==> src/rtl/apb_arb_pkg.sv <==
// rtl/apb_arb_pkg.sv - shared types and constants for the two-requester APB master
package apb_arb_pkg;

  typedef enum logic [1:0] {IDLE, SETUP, ACCESS, RESP} state_t;

  localparam int APB_AW = 32;
  localparam int APB_DW = 32;
  localparam logic [APB_DW-1:0] ERR_RDATA = 32'h0;

  function automatic logic addr_in_window(input logic [APB_AW-1:0] addr,
                                          input logic [APB_AW-1:0] base,
                                          input logic [APB_AW-1:0] mask);
    return (addr & ~mask) == base;
  endfunction

endpackage

==> src/rtl/rr_arb2.sv <==
// rtl/rr_arb2.sv - two-way round-robin arbiter; grant is combinational, history is registered
module rr_arb2 (
  input  logic       Pclk,
  input  logic       Prst_n,
  input  logic [1:0] req,
  input  logic       enable,
  output logic [1:0] gnt
);

  // Reset value 1 lets requester 0 win the first tie.
  logic last_grant;

  always_comb begin
    gnt = 2'b00;
    if (enable) begin
      case (req)
        2'b01:   gnt = 2'b01;
        2'b10:   gnt = 2'b10;
        2'b11:   gnt = last_grant ? 2'b01 : 2'b10;
        default: gnt = 2'b00;
      endcase
    end
  end

  always_ff @(posedge Pclk or negedge Prst_n) begin
    if (!Prst_n) begin
      last_grant <= 1'b1;
    end else if (|gnt) begin
      last_grant <= gnt[1];
    end
  end

endmodule

==> src/rtl/apb_master_arbiter.sv <==
// rtl/apb_master_arbiter.sv - shares one APB bus between two requesters with decode and timeout errors
module apb_master_arbiter
  import apb_arb_pkg::*;
#(
  parameter logic [31:0] ADDR_BASE   = 32'h2000_0000,
  parameter logic [31:0] ADDR_MASK   = 32'h0000_000F,
  parameter int          TIMEOUT_CYC = 16,
  parameter int          TO_W        = 5
) (
  input  logic        Pclk,
  input  logic        Prst_n,
  input  logic        req0_valid,
  output logic        req0_ready,
  input  logic [31:0] req0_addr,
  input  logic        req0_write,
  input  logic [31:0] req0_wdata,
  input  logic        req1_valid,
  output logic        req1_ready,
  input  logic [31:0] req1_addr,
  input  logic        req1_write,
  input  logic [31:0] req1_wdata,
  output logic        rsp0_valid,
  output logic [31:0] rsp0_rdata,
  output logic        rsp0_err,
  output logic        rsp1_valid,
  output logic [31:0] rsp1_rdata,
  output logic        rsp1_err,
  output logic [31:0] Paddr,
  output logic        Pwrite,
  output logic        Psel,
  output logic        Penable,
  output logic [31:0] Pwdata,
  input  logic [31:0] Prdata,
  input  logic        Pready,
  input  logic        Pslverr
);

  localparam logic [TO_W-1:0] TO_LAST = TO_W'(TIMEOUT_CYC - 1);

  state_t             state;
  logic   [1:0]       gnt;
  logic               cap_id;
  logic   [TO_W-1:0]  to_cnt;
  logic   [APB_DW-1:0] rsp_rdata;
  logic               rsp_err;

  logic   [APB_AW-1:0] sel_addr;
  logic                sel_write;
  logic   [APB_DW-1:0] sel_wdata;

  rr_arb2 u_arb (
    .Pclk   (Pclk),
    .Prst_n (Prst_n),
    .req    ({req1_valid, req0_valid}),
    .enable (state == IDLE),
    .gnt    (gnt)
  );

  assign req0_ready = gnt[0];
  assign req1_ready = gnt[1];

  assign sel_addr  = gnt[1] ? req1_addr  : req0_addr;
  assign sel_write = gnt[1] ? req1_write : req0_write;
  assign sel_wdata = gnt[1] ? req1_wdata : req0_wdata;

  // Response data is shared; each requester only looks at it while its own valid is high.
  assign rsp0_rdata = rsp_rdata;
  assign rsp1_rdata = rsp_rdata;
  assign rsp0_err   = rsp_err;
  assign rsp1_err   = rsp_err;

  always_ff @(posedge Pclk or negedge Prst_n) begin
    if (!Prst_n) begin
      state      <= IDLE;
      Psel       <= 1'b0;
      Penable    <= 1'b0;
      Pwrite     <= 1'b0;
      Paddr      <= '0;
      Pwdata     <= '0;
      cap_id     <= 1'b0;
      to_cnt     <= '0;
      rsp0_valid <= 1'b0;
      rsp1_valid <= 1'b0;
      rsp_rdata  <= '0;
      rsp_err    <= 1'b0;
    end else begin
      case (state)
        IDLE: begin
          if (|gnt) begin
            cap_id <= gnt[1];
            if (addr_in_window(sel_addr, ADDR_BASE, ADDR_MASK)) begin
              state   <= SETUP;
              Psel    <= 1'b1;
              Penable <= 1'b0;
              Paddr   <= sel_addr;
              Pwrite  <= sel_write;
              Pwdata  <= sel_wdata;
            end else begin
              // Decode miss never touches the bus.
              state      <= RESP;
              rsp0_valid <= gnt[0];
              rsp1_valid <= gnt[1];
              rsp_rdata  <= ERR_RDATA;
              rsp_err    <= 1'b1;
            end
          end
        end
        SETUP: begin
          state   <= ACCESS;
          Penable <= 1'b1;
          to_cnt  <= '0;
        end
        ACCESS: begin
          if (Pready) begin
            state      <= RESP;
            Psel       <= 1'b0;
            Penable    <= 1'b0;
            rsp0_valid <= ~cap_id;
            rsp1_valid <= cap_id;
            rsp_err    <= Pslverr;
            rsp_rdata  <= (Pwrite || Pslverr) ? ERR_RDATA : Prdata;
          end else if (to_cnt == TO_LAST) begin
            state      <= RESP;
            Psel       <= 1'b0;
            Penable    <= 1'b0;
            rsp0_valid <= ~cap_id;
            rsp1_valid <= cap_id;
            rsp_err    <= 1'b1;
            rsp_rdata  <= ERR_RDATA;
          end else begin
            to_cnt <= to_cnt + 1'b1;
          end
        end
        RESP: begin
          state      <= IDLE;
          rsp0_valid <= 1'b0;
          rsp1_valid <= 1'b0;
          rsp_rdata  <= '0;
          rsp_err    <= 1'b0;
        end
        default: state <= IDLE;
      endcase
    end
  end

endmodule

==> config.mk <==
export PLATFORM = sky130hd
export DESIGN_NAME = apb_master_arbiter
export DESIGN_NICKNAME = d
export VERILOG_FILES = /design/src/rtl/apb_arb_pkg.sv /design/src/rtl/rr_arb2.sv /design/src/rtl/apb_master_arbiter.sv
export SDC_FILE = /design/constraint.sdc
export NUM_CORES = 1
export LEC_CHECK = 0
export BUFFER_PORTS_ARGS = -buffer_cell sky130_fd_sc_hd__buf_2
export CELL_PAD_IN_SITES_DETAIL_PLACEMENT = 0
export CELL_PAD_IN_SITES_GLOBAL_PLACEMENT = 2
export CORE_MARGIN = 2
export CORE_UTILIZATION = 23
export CTS_CLUSTER_SIZE = 10
export DETAILED_ROUTE_END_ITERATION = 16
export PLACE_DENSITY = 0.89
export SLEW_MARGIN = 20
export SYNTH_ARGS = -nofsm -noshare
export SYNTH_HDL_FRONTEND = slang
export SYNTH_SLANG_ARGS = --single-unit
==> constraint.sdc <==
create_clock -name Pclk -period 2.3 [get_ports Pclk]
set_input_delay 0 -clock Pclk [delete_from_list [all_inputs] [get_ports Pclk]]
set_output_delay 0 -clock Pclk [all_outputs]
set_load 0.1 [all_outputs]
---- Word-level counts from Yosys, hierarchy flattened ----
Cells that the tools add are included.
cells by class
  $add $sub $neg .......................... 1
  equal/unequal tests ..................... 14
  mux-type cells .......................... 43
  bitwise operators ....................... 1
  reductions and logical operators ........ 14
operators by type and width
  kind                    count
  $mux W32                7
  $pmux W32 S3            1
  $eq A28 B26 Y1 const B  1
  $mux W1                 19
  $mux W2                 6
  $pmux W1 S3             4
  $reduce_and A4 Y1       3
  $mux W5                 2
  $ne A2 B2 Y1 const B    5
  $pmux W5 S2             1
  $eq A2 B2 Y1 const B    4
  $pmux W2 S4             1
  $pmux W2 S3             1
  $reduce_and A3 Y1       2
  $reduce_bool A3 Y1      2
  $add A5 B1 Y5 const B   1
  $eq A5 B4 Y1 const B    1
  $eq A2 B1 Y1 const B    2
  $reduce_and A2 Y1       2
  $reduce_bool A2 Y1      2
  $ne A3 B3 Y1 const B    1
  $logic_not A2 Y1        1
  $pmux W1 S2             1
  $reduce_or A2 Y1        1
  2 further kinds         2
storage, ports and cells
  bits in registers ....................... 111
  input bits .............................. 168
  output and inout bits ................... 137
  word-level logic and storage cells ...... 86

---- Logic depth before layout (Yosys ltp) ----
  depth in word-level cells ............... 8
  mapped depth ............................ 12
  mapped depth without buffers ............ 8

---- Cells and area by module ----
Synthesis repeated with hierarchy kept, for this count alone.
second synthesis, totals
  cells, all modules ...................... 396
  area total of the unflattened synthesis .. 5121.2 um2
by module, submodules not included
  module              instances  cells an instance  area an instance (um2)  seq. area each (um2)
  apb_master_arbiter  1          388                5058.6                  2752.6
  rr_arb2             1          8                  62.6                    26.3

---- Worst setup path after synthesis ----
Ideal clock, no wire load.
  path type ............................... reg-to-reg
  from .................................... register state[0]
  to ...................................... register rsp0_valid
  setup time .............................. 0.069 ns
  arrival time ............................ 2.756 ns
  data required time ...................... 2.231 ns
  path slack .............................. -0.525 ns
  stages on the path, launching flop included .. 8
  buffers on the path ..................... 1
  period minus slack after synthesis ...... 2.825 ns
  cells stage by stage .................... dfrtp_1 -> inv_1 -> ha_1 -> buf_4 -> nand2_1 -> a21oi_1 -> a22o_1 -> mux2_2
between the ends
  elaborated cells on any way between the ends .. 15
  those cells by class .................... 6 x eq/ne; 5 x mux; 4 x reduce/logical
RTL lines
  what                                              RTL line                                            text
  start: declaration                                apb_master_arbiter.sv:40                            state_t state;
  start signal: assignment                          apb_master_arbiter.sv:74                            state <= IDLE;
  start signal: assignment                          apb_master_arbiter.sv:92                            state <= SETUP;
  start signal: assignment                          apb_master_arbiter.sv:100                           state <= RESP;
  $logic_not A2 Y1 (*)                              apb_master_arbiter.sv:55                            .enable (state == IDLE),
  $mux W2 (*)                                       rr_arb2.sv:15                                       if (enable) begin
  net req0_ready                                    apb_master_arbiter.sv:13                            output logic req0_ready,
  $mux W1 or $reduce_or A2 Y1 (tied branches)       apb_master_arbiter.sv:91, apb_master_arbiter.sv:89
  $mux W1 or $ne A2 B2 Y1 (tied branches)           n/a
  $pmux W1 S3 or $reduce_and A4 Y1 (tied branches)  n/a
  end signal: assignment                            apb_master_arbiter.sv:101                           rsp0_valid <= gnt[0];
  end signal: assignment                            apb_master_arbiter.sv:118                           rsp0_valid <= ~cap_id;
  end signal: assignment                            apb_master_arbiter.sv:126                           rsp0_valid <= ~cap_id;
  end: declaration                                  apb_master_arbiter.sv:22                            output logic rsp0_valid,
The timed path passes the listed nets; every way through them passes the cells marked *. The select of a mux whose other input is x is not followed.
A chain may end at the register's enable or synchronous reset.

---- Final worst setup path ----
  from .................................... register state[1]
  to ...................................... register Pwdata[20]
between the ends
  word-level cells in the longest chain between the ends .. 5
  elaborated cells on any way between the ends .. 7
  those cells by class .................... 1 x eq/ne; 3 x mux; 3 x reduce/logical
RTL lines
  what                                RTL line                                            text
  $logic_not A2 Y1 (*)                apb_master_arbiter.sv:55, apb_master_arbiter.sv:87
  $mux W2                             rr_arb2.sv:15
  $mux W32                            apb_master_arbiter.sv:62                            assign sel_addr = gnt[1] ? req1_addr : req0_addr;
  $eq A28 B26 Y1                      apb_arb_pkg.sv:13                                   return (addr & ~mask) == base;
  $reduce_and A3 Y1 (no source line)  n/a
  end signal: assignment              apb_master_arbiter.sv:97                            Pwdata <= sel_wdata;
  end: declaration                    apb_master_arbiter.sv:32                            output logic [31:0] Pwdata,
Mark *: on every way between the ends. The rest lies on a longest branch, timed or not.

==> run metrics <==
most frequent CP cell buf_12; sequential cell area 2780 um2; Die Span Y 156 um; first-pass GRT wire length 27,600 um; Hold Vio Cnt, Final 0; synthesized cell area 5350 um2; Iter 0 DRT Violations a little under 200; CP delay by family, top buffers and inverters; multi-input logic area 2280 um2; Yosys reg bits 111; syn_area_per_cell between 10 and 15 um2; max-capacitance violation count 0; Mapped Nets 689; Final Worst Setup Slack -0.0112 ns; CP max FO 10; Post-synth top cells nand2_1, dfrtp_1, buf_4; total power 8.86 mW; WL met2 8380 um; YS warnings 0; routed len/inst 14.9 um; Core Region about 23,000 um2; share of post-route cells with drive strength above 1 0.456; Peak VDD IR about 640 uV; Hold Crit Depth 4; Final nets roughly 1,100; fillers 2,214; count of final setup violators 1; Min Clock Period, post-route roughly 2.3 ns; Yosys top cell area share 0.515; EDFF count, synth 0; Net Switching 4.54 mW; Final Max Slew Viols 0; Mapped Cells around 500; CP Cell Sequence inv_2 > ha_4 > nand2_2 > or2_4 > o31a_1 > nor4_4 > buf_6 > buf_12 > buf_12 > mux2_1; placer congestion estimate 0.743; DRC Markers 0; Arrival @ worst endpoint 2.56 ns; power share of the combinational group 0.551; top-count cell post-synth nand2_1; period utilization 1.00; Power Internal approximately 4.3 mW; Post-DP HPWL between 10,000 and 15,000 um; clock tree buffer depth 2; status finished with violations; initial cell density of the core 0.235; unrepaired setup endpoints after global routing yes; synth top area cells dfrtp_1, nand2_1, mux2_1, o2bb2ai_1, buf_4; die footprint 24,500 um2; Reg2Reg Depth 10; register share of total power 0.266; Distinct cells, synth 45; CP Launch Type flop; CTS tree built; Clk Latency, worst-skew pair 0.36 ns; leakage power roughly 4.8 nW; pre-CTS setup slack -0.0347 ns; Die Width 156 um; Num CTS Buffers 9; crit-path max cell delay approximately 0.4 ns; Setup crit end kind flop; Worst Path Buf+Inv 4; max layer used met5; Async SR Flop Fraction 1.00; total congestion overflow 0; Area Overhead vs Synth 65.7%; switching part of the total 0.512; Slew HR 0.566; Top Ports 305; port bufs 304; critical path's slowest cell dfrtp_1; P per Cell Area 1000 nW/um2; worst-margin pin slew 0.651 ns; fmax 433 MHz; Levels on crit path 10; row cnt 55; Yosys top cell by area dfrtp_1; met3 wire len 1310 um; Worst Hold Class input port to flop; Vias 5,238; remaining antenna violation count 0; Clk network pwr share 0.183; initial antenna violation count 2; CTS Sinks 111; number of vias per cell 4.37; skew final 0.0157 ns; number of global-route vias before repair around 5,300; Root Buffer clkbuf_16; CP Class flop to flop; sequential element share of the synthesized area 0.520; DRT met1 WL approximately 8000 um; htree depth 3; n_diodes 0; final WL 17,900 um; main flop type after synthesis dfrtp_1; failing checks negative setup slack; largest net degree at the start of global routing approximately 110; Clock Pin Slew Worst Setup and Hold Paths 0.08 ns; drt pass-1 iters 4; CP required between 2 and 3 ns; Global Route Usage Sum 0.143
[timing repair]
item / 4_1_cts / 5_1_grt
hold buffers: 102 / 0
endpoints found under the setup margin: 32 / 77
gates resized for setup: 7 / 20
gates cloned: 1 / 2
hold endpoints to repair: 178 / 0
buffers inserted: 3 / 2
pin swaps: 0 / 1
[kinds of logic (layout without fill, tap and decap cells)]
kind of cell | Yosys count | in the layout | synth area share
buffers and inverters | 73 | 472 | 0.0845
flip-flops | 111 | 111 | 0.520
multiplexers | 43 | 43 | 0.0911
AO/OA/AOI/OAI | 64 | 64 | 0.0948
XOR/XNOR | 3 | 3 | 0.00492
AND/OR/NAND/NOR | 213 | 213 | 0.188
adder cells (fa/ha/maj) | 7 | 7 | 0.0164
[flip-flops by register name (all words and copies together), names as in the netlist]
signal	cells
Pwdata	32
rsp1_valid	1
Pwrite	1
Penable	1
Psel	1
rsp0_valid	1
to_cnt	5
rsp0_err	1
rsp0_rdata	32
u_arb.last_grant	1
cap_id	1
state	2
Paddr	32
[metal layers]
metal / track usage / up-vias
met2: 0.238 / 235
met5: 0 / -
li1: - / 2524
met3: 0.0429 / 15
met4: 0.0323 / 2
met1: 0.183 / 2462
[cell usage in the layout (no fill, tap or decap), drive strengths merged, types with 2 or more instances in the layout]
cell         count
nor2b           27
dlygate4sd3    102
clkbuf          11
nand4            3
a41oi            2
nor2             3
mux2            42
o21ai           13
nand2b           4
a22o             3
o2bb2ai         32
a21oi            2
dfrtp          110
or2              2
and3             2
xnor2            2
nand2          122
ha               7
inv             11
clkinv           5
nor4b            3
o31ai            4
nand3           32
buf            343
nor4            12
[metrics by stage]
| stage | std cells | cell area [um2] | util | setup TNS [ns] | hold WS [ns] |
|---|---|---|---|---|---|
| detailed placement | 1073 | 7300 | 0.322 | -0.571 | 0.135 |
| finish | 1198 | 8850 | 0.390 | -0.0112 | 0.0163 |
| floorplan | 514 | 5440 | - | -4.41 | -0.296 |
| global route | 1198 | 8850 | 0.390 | -1.94 | 0.00796 |
| CTS | 1195 | 8710 | 0.383 | -0.102 | 0.00144 |
| global placement | 1073 | 7300 | 0.322 | 0 | 0.127 |
[worst paths after layout]
check / startpoint / end / slack (ns)
setup / recovery: state[1]$_DFFE_PN0P_ / Pwdata[20]$_DFFE_PN0P_ / -0.01
hold / removal: req1_wdata[14] / Pwdata[14]$_DFFE_PN0P_ / 0.02
setup reg to reg: state[1]$_DFFE_PN0P_ / Pwdata[20]$_DFFE_PN0P_ / -0.01
hold reg to reg: Paddr[29]$_DFFE_PN0P_ / Paddr[29]$_DFFE_PN0P_ / 0.47
max in group asynchronous: Prst_n / rsp0_rdata[20]$_DFFE_PN0P_ / 1.53
min in group asynchronous: Prst_n / rsp0_rdata[4]$_DFFE_PN0P_ / 0.26
[power by group through the flow]
stage	Sequential, mW	Combinational, mW	Clock, mW
floorplan	3.45	2.46	0
global placement	2.39	4.43	0
detailed placement	2.40	4.43	0
CTS	2.36	4.59	1.70
global route	2.39	5.17	1.78
finish	2.36	4.88	1.62
[cell type report]
type / instances / share of cell area
clock inverters: 7 / 0.00975
well taps: 285 / 0.0403
clock buffers: 9 / 0.0254
flip-flops and latches: 111 / 0.314
inverters: 9 / 0.00382
multi-input cells: 330 / 0.258
repair buffers: 447 / 0.349
[worst reg2reg max path: stages, from the launching register on]
cell	delay, ns
dfrtp_1	0.40
inv_2	0.08
ha_4	0.13
nand2_2	0.05
or2_4	0.25
o31a_1	0.28
nor4_4	0.24
buf_6	0.17
buf_12	0.14
buf_12	0.15
mux2_1	0.32
(Power assumes the default switching activity.)
